==> src/rtl/logic_gate_pipe.sv <==
// logic_gate_pipe: two-stage N-input bitwise gate (AND/OR/XOR/NAND) with valid/ready flow control
module logic_gate_pipe #(
  parameter int WIDTH  = 8,
  parameter int NUM_IN = 2,
  parameter int CNT_W  = 16
) (
  input  logic                    clk,
  input  logic                    rst_n,
  input  logic                    in_valid,
  output logic                    in_ready,
  input  logic [NUM_IN*WIDTH-1:0] in_data,
  input  logic [1:0]              in_op,
  output logic                    out_valid,
  input  logic                    out_ready,
  output logic [WIDTH-1:0]        out_data,
  output logic                    out_all_ones,
  output logic [CNT_W-1:0]        out_count
);
  logic                    s1_valid;
  logic [NUM_IN*WIDTH-1:0] s1_data;
  logic [1:0]              s1_op;
  logic [WIDTH-1:0]        red_and, red_or, red_xor, res;
  logic                    s2_adv, accept;
  assign s2_adv   = s1_valid & (!out_valid | out_ready);
  assign in_ready = !s1_valid | s2_adv;
  assign accept   = in_valid & in_ready;
  // Reduce the held operands and pick the result for the captured op
  always_comb begin
    red_and = s1_data[WIDTH-1:0];
    red_or  = s1_data[WIDTH-1:0];
    red_xor = s1_data[WIDTH-1:0];
    for (int k = 1; k < NUM_IN; k++) begin
      red_and = red_and & s1_data[k*WIDTH +: WIDTH];
      red_or  = red_or  | s1_data[k*WIDTH +: WIDTH];
      red_xor = red_xor ^ s1_data[k*WIDTH +: WIDTH];
    end
    res = s1_op == 2'b00 ? red_and :
          s1_op == 2'b01 ? red_or  :
          s1_op == 2'b10 ? red_xor : ~red_and;
  end
  // Stage 1: capture operands and op on accept, empty when moved on with no refill
  always_ff @(posedge clk or negedge rst_n) begin
    if (!rst_n) begin
      s1_valid <= 1'b0;
      s1_data  <= '0;
      s1_op    <= 2'b00;
    end else begin
      s1_valid <= accept | (s1_valid & !s2_adv);
      if (accept) begin
        s1_data <= in_data;
        s1_op   <= in_op;
      end
    end
  end
  // Stage 2: register result; output holds while stalled
  always_ff @(posedge clk or negedge rst_n) begin
    if (!rst_n) begin
      out_valid    <= 1'b0;
      out_data     <= '0;
      out_all_ones <= 1'b0;
    end else begin
      out_valid <= s2_adv | (out_valid & !out_ready);
      if (s2_adv) begin
        out_data     <= res;
        out_all_ones <= &res;
      end
    end
  end
  // Count results taken downstream; wraps silently
  always_ff @(posedge clk or negedge rst_n) begin
    if (!rst_n) out_count <= '0;
    else if (out_valid & out_ready) out_count <= out_count + CNT_W'(1);
  end
endmodule

==> config.mk <==
export PLATFORM = sky130hd
export DESIGN_NAME = logic_gate_pipe
export DESIGN_NICKNAME = d
export VERILOG_FILES = /design/src/rtl/logic_gate_pipe.sv
export SDC_FILE = /design/constraint.sdc
export NUM_CORES = 1
export LEC_CHECK = 0
export BUFFER_PORTS_ARGS = -buffer_cell sky130_fd_sc_hd__buf_2
export CELL_PAD_IN_SITES_DETAIL_PLACEMENT = 0
export CELL_PAD_IN_SITES_GLOBAL_PLACEMENT = 1
export CORE_UTILIZATION = 35
export CTS_BUF_LIST = sky130_fd_sc_hd__clkbuf_2
export DETAILED_ROUTE_END_ITERATION = 6
export PLACE_DENSITY = 0.74
export RECOVER_POWER = 25
export SKIP_LAST_GASP = 1
export SYNTH_ARGS = -nofsm -noshare
export SYNTH_HDL_FRONTEND = slang
export SYNTH_SLANG_ARGS = --single-unit
==> constraint.sdc <==
create_clock -name clk -period 1.6 [get_ports clk]
set_input_delay 0.08 -clock clk [delete_from_list [all_inputs] [get_ports clk]]
set_output_delay 0.08 -clock clk [all_outputs]
set_load 0.005 [all_outputs]
==> results.ini, run 1 <==
[run_status]
status = finished with violations
violations = negative setup slack

[clock_tree]
clockBufferDepth = 2
clk_pin_slew_ps = 240
cts_inserted_buffers = 5
htree_levels = 2
clk_latency_ps = 410
cts_sinks = 45
cts_tree = yes
cts_root_buf = clkbuf_2

[sta]
final.setup_skew_ps = 37.86
slew_headroom_pct = 29.29
hold_ws_ps = 321.8
tightest_slew_ps = 1061
timing_hold_violations_final = 0
fin_ws_ps = -115.0
rsz0062_at_grt = true
setup_viol = 2
fin_tns_setup_ps = -118.2
post-route-period-util_pct = 107.2
min_period_ps = 1715
slew_viol_final = 0
fmax_mhz = 583.1

[floorplan]
core-area_sq_um = 6314
dieArea_sq_um = 6843
rows = 29
start_util_pct = 36.13
die_y_um = 82.73
die_w_um = 82.73
num_io_pins = 49

[drt]
drt_iter0_drc = 39
post_drt_wl_per_cell_um = 11.51
antenna_left = 0
finalWirelength_um = 4419
drcViolationCount = 0
first_pass_iters = 4
vias = 1720
vias_per_cell = 4.479

[place]
placed_area_sq_um = 2723
io_buffers = 48
post-dp-hpwl_um = 3131
place_congestion = 0.6990

[synth]
synth_edf_count = 0
synth.avg_cell_area_sq_um = 10.81
ys_seq_area_share_pct = 49.37
yosys-top-cells-count = dfrtp_1 (45), mux2_2 (21), nand2_1 (20)
syn-num-nets = 250
synth_flop_cell = dfrtp_1
post-synth-top-count-cell = dfrtp_1
yosysTopAreaCell = dfrtp_1
synth.top_cell.area_share_pct = 49.37
syn_inst = 211
netlist_area_sq_um = 2281
ys_seq_elements = 45
synthTopCellsByArea = dfrtp_1 (49%), mux2_2 (10%), ha_1 (9.3%)
yosys.cell_types.count = 32
async_flop_share_pct = 100.0
yosysWarnings = 0

[critical_path]
cp.required_ps = 1930
ff2ff_setup_slack_ps = -120
worstSetupStartpointType = register
crit_path_max_fanout = 3
rr_endpoint = out_all_ones
crit_path_end_kind = register
reg2reg_from = s1_data[0]
path_class = reg2reg
rr_worst_depth = 7
crit_arrival_ps = 2040

[global_routing]
grt_max_degree = 28
overflow = 0
grt_pass1_vias = 1636
grt_usage_pct = 14.65
antenna_found_initial = 0
grt_pass1_wl_um = 7452

[layout]
syn_to_final_growth_pct = 37.03
fin_nets = 345
drive_gt1_share_pct = 36.16
fillCellCount = 623
design_area_sq_um = 3126
antennaDiodeCount = 0

[pwr]
p_leak_nw = 1.540
power.density_nw_per_um2 = 1045
vdd_ir_drop_max_uv = 534.6
p_total_mw = 3.265

[hold_path]
hold_class = in2async

[flow_run]
drv_cap = 0

state kept, by name (all words and copies together) (netlist names):
signal / flops
out_all_ones: 1
out_count: 16
out_data: 8
out_valid: 1
s1_data: 16
s1_op: 2
s1_valid: 1
power by group:
part           internal, mW  total [mW]  switching (mW)
registers              1.35        1.53           0.175
logic                 0.645        1.11           0.464
clock network         0.266       0.628           0.362
cells by family after synthesis:
group,synth area share [%]
AO/OA/AOI/OAI,8.503
XOR/XNOR,5.760
adder cells (fa/ha/maj),9.325
buffers and inverters,4.882
flip-flops,49.37
multiplexers,10.81
AND/OR/NAND/NOR,11.35
placed cells by master (no fill, tap or decap), drive strengths merged, types with 2 or more instances in the layout:
cell,Yosys,routed
dfrtp,45,45
xor2,2,2
a211oi,5,5
o31ai,2,2
dlygate4sd3,0,22
clkbuf,1,8
xnor2,13,13
o21ai,10,10
inv,19,19
nor2b,3,3
buf,6,71
nand2b,4,4
a21oi,10,10
o211ai,2,2
nand2,20,20
ha,17,17
nor2,12,12
mux2,21,21
nand3,3,3
nand4,5,5
final cells by class:
class	instances	area (sq um)	share of cell area (%)
Sequential cell	45	1129	36.11
Timing Repair Buffer	95	666.9	21.34
Tap cell	77	96.34	3.082
Inverter	19	71.32	2.282
Multi-Input combinational cell	140	1099	35.15
Clock buffer	6	30.03	0.9608
Clock inverter	2	33.78	1.081
repair_timing:
item,in CTS,in global routing
hold buffers,22,0
hold endpoints to repair,66,0
buffers inserted,4,5
setup endpoints to repair,3,9
gates resized for setup,2,15
pin swaps,0,3
through the flow:
stage	cells	utilization, %	setup WS [ps]
detailed placement	345	43.12	-107.6
global placement	345	43.12	-57.77
CTS	379	48.12	-96.29
global route	384	49.50	-244.3
floorplan	211	-	25.11
finish	384	49.50	-115.0
worst max-delay path, stage by stage (launching register included):
cell and delay, ps:
dfrtp_1 410, inv_1 80, ha_4 270, nand2b_1 50, a31oi_1 160, o21ai_1 110, or3b_1 350, o31ai_1 220
worst max path at each step:
stage	slack, ps	from	endpoint
2_1_floorplan	30	s1_data[2]	out_all_ones
3_3_place_gp	-60	s1_op[0]	out_all_ones
3_5_place_dp	-110	s1_op[0]	out_all_ones
4_1_cts	-100	s1_data[8]	out_all_ones
5_1_grt	-240	s1_data[8]	out_all_ones
6_report	-120	s1_data[0]	out_all_ones
routing by layer:
metal	vias up	GRT usage, %	wire length, um
li1	897	-	-
met1	783	18.52	2108
met2	35	24.59	2084
met3	5	4.066	185
met4	0	3.621	40
met5	-	0	0
Note: power is estimated with default switching activity, not from simulation.
==> inputs of run 2 (changes only) <==
- CORE_MARGIN: not set -> 1.5
==> run 2 against run 1 <==
The flow still finishes with violations (negative setup slack). Flip-flop and latch count is the same. Clock-buffer cell count fell by 1. Critical path depth unchanged. Total power down 4.7%. Fmax rose by 1.6%. Clock power down 16%. Utilization decreased by 0.93 points. Worst hold slack better by 76 ps. Global-route usage fell by 1.2 points. Register-to-register slack improved by 30 ps. Critical path type unchanged. Largest power group unchanged.
==> results.ini, run 2 (same netlist as run 1, synthesis figures left out) <==
[run_status]
status = finished with violations
violations = negative setup slack

[pwr]
combPwrFrac_pct = 34.3
internal-power_mw = 2.069
p_leak_nw = 1.516
p_sw_share_pct = 33.53
sequentialPowerShare_pct = 48.8
power.switching_mw = 1.044
power.density_nw_per_um2 = 1015
vdd_ir_drop_max_uv = 512.2
p_clk_share_pct = 17.0

[global_routing]
grt_pass1_vias = 1669
grt_usage_pct = 13.44
antenna_found_initial = 0
grt_max_degree = 26
grt_pass1_wl_um = 7700
overflow = 0

[drt]
vias = 1758
vias_per_cell = 4.614
first_pass_iters = 4
drcViolationCount = 0
post_drt_wl_per_cell_um = 11.80
finalWirelength_um = 4496
antenna_left = 0
drt_iter0_drc = 62

[clock_tree]
clockBufferDepth = 2
cts_tree = yes
cts_root_buf = clkbuf_2
clk_latency_ps = 420
cts_sinks = 45
htree_levels = 2
clk_pin_slew_ps = 270
cts_inserted_buffers = 5

[sta]
setup_viol = 2
min_period_ps = 1688
fmax_mhz = 592.5
rsz0062_at_grt = true
post-route-period-util_pct = 105.5
final.setup_skew_ps = 29.82
tightest_slew_ps = 1302
slew_headroom_pct = 13.18
slew_viol_final = 0
fin_ws_ps = -87.65
hold_ws_ps = 398.1
timing_hold_violations_final = 0

[layout]
fillCellCount = 614
drive_gt1_share_pct = 34.87
seqCellArea_sq_um = 1129
final_common_cell = buf_2
antennaDiodeCount = 0
design_area_sq_um = 3067
reg_top3 = out_count x16, s1_data x16, out_data x8
fin_nets = 342
multiInputGateArea_sq_um = 1079
syn_to_final_growth_pct = 34.45
final_cell_mix = buf_2 (48), dfrtp_1 (43), dlygate4sd3_1 (22), mux2_2 (21), nand2_1 (20)

[floorplan]
core-area_sq_um = 6314
start_util_pct = 36.13
rows = 29
die_y_um = 83.73
die_w_um = 83.73
dieArea_sq_um = 7010
num_io_pins = 49

[critical_path]
crit_path_max_fanout = 3
reg2reg_from = s1_data[5]
endpoint = out_all_ones
worstSetupStartpointType = register
ff2ff_setup_slack_ps = -90
rr_endpoint = out_all_ones
cp-startpoint = s1_data[5]
cp.required_ps = 1960
path_class = reg2reg
crit_arrival_ps = 2050
rr_worst_depth = 7
crit_path_end_kind = register

[place]
io_buffers = 48
place_congestion = 0.7102
post-dp-hpwl_um = 3150
placed_area_sq_um = 2710

[flow_run]
drv_cap = 0

[hold_path]
hold_depth = 3
hold_class = in2reg

[run 2: final cells by class]
cell class                      count  area share (%)
Clock inverter                      3          0.8160
Clock buffer                        5          0.8160
Multi-Input combinational cell    140           35.17
Inverter                           19           2.326
Tap cell                           77           3.142
Sequential cell                    45           36.80
Timing Repair Buffer               92           20.93
[run 2: per-layer routing]
metal / vias up / track usage (%) / wire [um]
met5: - / 0 / 0
met1: 811 / 18.62 / 2174
met4: 0 / 3.130 / 30
met2: 42 / 21.11 / 2097
met3: 4 / 3.561 / 193
li1: 901 / - / -
[run 2: worst min path at each step]
stage / from / end / slack, ps
6_report: in_data[7] / s1_data[7] / 400
3_5_place_dp: rst_n / out_data[6] / 110
3_3_place_gp: rst_n / out_data[6] / 110
2_1_floorplan: rst_n / out_all_ones / -220
5_1_grt: in_data[13] / s1_data[13] / 360
4_1_cts: rst_n / s1_data[5] / 120
[run 2: power groups by stage]
stage	sequential, mW	clock [mW]	combinational (mW)
finish	1.52	0.528	1.07
global route	1.55	0.610	1.21
CTS	1.53	0.560	0.974
detailed placement	1.55	0	0.915
global placement	1.55	0	0.898
floorplan	1.54	0	0.541
[run 2: critical path, cell delays in order, from the launching register on]
cell     delay [ps]
dfrtp_1         440
inv_1            50
ha_1            270
inv_1            30
mux2i_1         120
a21oi_1         100
or3_1           380
o31ai_2         230
[run 2: through the flow]
step / TNS [ps] / setup WS [ps] / total power, mW / util, % / instances
floorplan: 0 / 25.11 / 2.081 / - / 211
global placement: -28.56 / -28.56 / 2.444 / 42.93 / 345
detailed placement: -72.98 / -72.98 / 2.467 / 42.93 / 345
CTS: -91.59 / -91.59 / 3.063 / 47.44 / 377
global route: -501.3 / -261.4 / 3.374 / 48.57 / 381
finish: -156.2 / -87.65 / 3.113 / 48.57 / 381
[run 2: timing repair]
action | 4_1_cts | 5_1_grt
gates resized for setup | 1 | 11
setup buffers | 2 | 4
endpoints found under the hold margin | 44 | 0
pin swaps | 0 | 1
setup endpoints to repair | 1 | 5
hold buffers | 22 | 0
==> inputs of run 3 (changes only) <==
- REMOVE_ABC_BUFFERS: not set -> 1
==> run 3 against run 2 <==
The flow still finishes with violations (negative setup slack). Wire length decreased by 1.8%. Global-route usage down 0.33 points. Worst setup slack worse by 37 ps. Critical path depth down 1. Clock power down 9.7%. Sequential share of layout area increased by 0.48 points. Die area unchanged. Non-clock buffer count is 2 lower. Clock skew shrank 16 ps. Critical path type unchanged. Critical endpoint unchanged.
==> results.ini, run 3 (same netlist as run 1, synthesis figures left out) <==
[run_status]
status = finished with violations
violations = negative setup slack

[clock_tree]
clockBufferDepth = 2
htree_levels = 2
cts_tree = yes
cts_sinks = 45
cts_root_buf = clkbuf_2
clk_latency_ps = 390
clk_pin_slew_ps = 220
cts_inserted_buffers = 5

[drt]
wl_met3_um = 195
vias_per_cell = 4.633
antenna_left = 0
routed.top_layer = met4
finalWirelength_um = 4413
vias = 1756
drt_iter0_drc = 68
drcViolationCount = 0
dr_wl_met2_um = 2059
wl_met1_um = 2132
first_pass_iters = 4
post_drt_wl_per_cell_um = 11.64

[pwr]
p_total_mw = 3.008
p_clk_share_pct = 15.9
combPwrFrac_pct = 33.4
sequentialPowerShare_pct = 50.7
vdd_ir_drop_max_uv = 580.9
p_sw_share_pct = 32.44
internal-power_mw = 2.032
power.switching_mw = 0.9756
p_leak_nw = 1.503
power.density_nw_per_um2 = 995.8

[hold_path]
hold_class = in2reg
holdCritStartpoint = in_data[4]

[place]
post-place-ws_ps = -92.72
place_congestion = 0.7263
placed_area_sq_um = 2708
io_buffers = 48
post-dp-hpwl_um = 3099

[sta]
min_period_ps = 1725
final.setup_skew_ps = 14.02
slew_headroom_pct = 25.36
tightest_slew_ps = 1120
setup_viol = 1
fin_tns_setup_ps = -124.8
rsz0062_at_grt = true
slew_viol_final = 0
timing_hold_violations_final = 0
fin_ws_ps = -124.8
fmax_mhz = 579.8
post-route-period-util_pct = 107.8

[global_routing]
overflow = 0
grt_pass1_vias = 1719
grt_pass1_wl_um = 7562
grt_max_degree = 46
grt_usage_pct = 13.11
antenna_found_initial = 0

[floorplan]
dieArea_sq_um = 7010
die_w_um = 83.73
rows = 29
num_io_pins = 49
start_util_pct = 36.13
die_y_um = 83.73
core-area_sq_um = 6314

[critical_path]
rr_worst_depth = 6
cp-startpoint = s1_op[0]
crit_path_end_kind = register
ff2ff_setup_slack_ps = -120
reg2reg_from = s1_op[0]
cp.required_ps = 1930
path_class = reg2reg
crit_path_max_fanout = 10
worstSetupStartpointType = register
rr_endpoint = out_all_ones
crit_arrival_ps = 2050
endpoint = out_all_ones

[layout]
final_cell_mix = buf_2 (48), dfrtp_1 (45), dlygate4sd3_1 (22), mux2_2 (21), nand2_1 (20)
antennaDiodeCount = 0
design_area_sq_um = 3020
drive_gt1_share_pct = 33.44
final_common_cell = buf_2
fin_nets = 340
reg_top3 = out_count x16, s1_data x16, out_data x8
syn_to_final_growth_pct = 32.42

[flow_run]
drv_cap = 0

run 3: layout make-up:
type / count / area, sq um
clock buffer: 7 / 35.03
clock inverter: 1 / 7.507
fill: 623 / 3293
inverter: 19 / 71.32
multi-input combinational: 140 / 1056
sequential: 45 / 1126
tap: 77 / 96.34
timing repair buffer: 90 / 628.1
run 3: what timing repair did:
action / in CTS / in global routing
pin swaps: 4 / 2
endpoints found under the setup margin: 1 / 2
hold endpoints to repair: 66 / 0
resized for setup: 3 / 4
buffers inserted: 3 / 3
hold buffers: 22 / 0
run 3: layer usage:
layer	vias up	track usage (%)
li1	894	-
met1	819	17.33
met2	41	21.55
met3	2	2.868
met4	0	4.024
met5	-	0
run 3: worst min path at each step:
stage / endpoint / slack [ps] / cells after the start
floorplan: out_all_ones / -220 / 0
global placement: out_count[15] / 80 / 2
detailed placement: out_count[15] / 80 / 2
CTS: out_count[1] / 120 / 3
global route: s1_data[15] / 400 / 3
finish: s1_data[4] / 440 / 3
run 3: metrics by stage:
| stage | hold WS (ps) | util (%) | instances |
|---|---|---|---|
| CTS | 120.9 | 47.52 | 376 |
| finish | 435.6 | 47.84 | 379 |
| global route | 399.9 | 47.84 | 379 |
| detailed placement | 80.93 | 42.89 | 343 |
| global placement | 76.43 | 42.89 | 343 |
| floorplan | -215.6 | - | 204 |
run 3: worst max-delay path, cell delays in order, from the launching register on:
cell,delay (ps)
dfrtp_1,480
buf_6,160
buf_4,140
a211oi_2,160
a21oi_1,80
or3_1,400
o31ai_2,230
run 3: power groups by stage:
stage,sequential (mW),combinational [mW],clock [mW]
3_3_place_gp,1.54,0.900,0
5_1_grt,1.57,1.14,0.554
3_5_place_dp,1.55,0.926,0
6_report,1.52,1.01,0.477
4_1_cts,1.53,0.997,0.515
2_1_floorplan,1.57,0.487,0
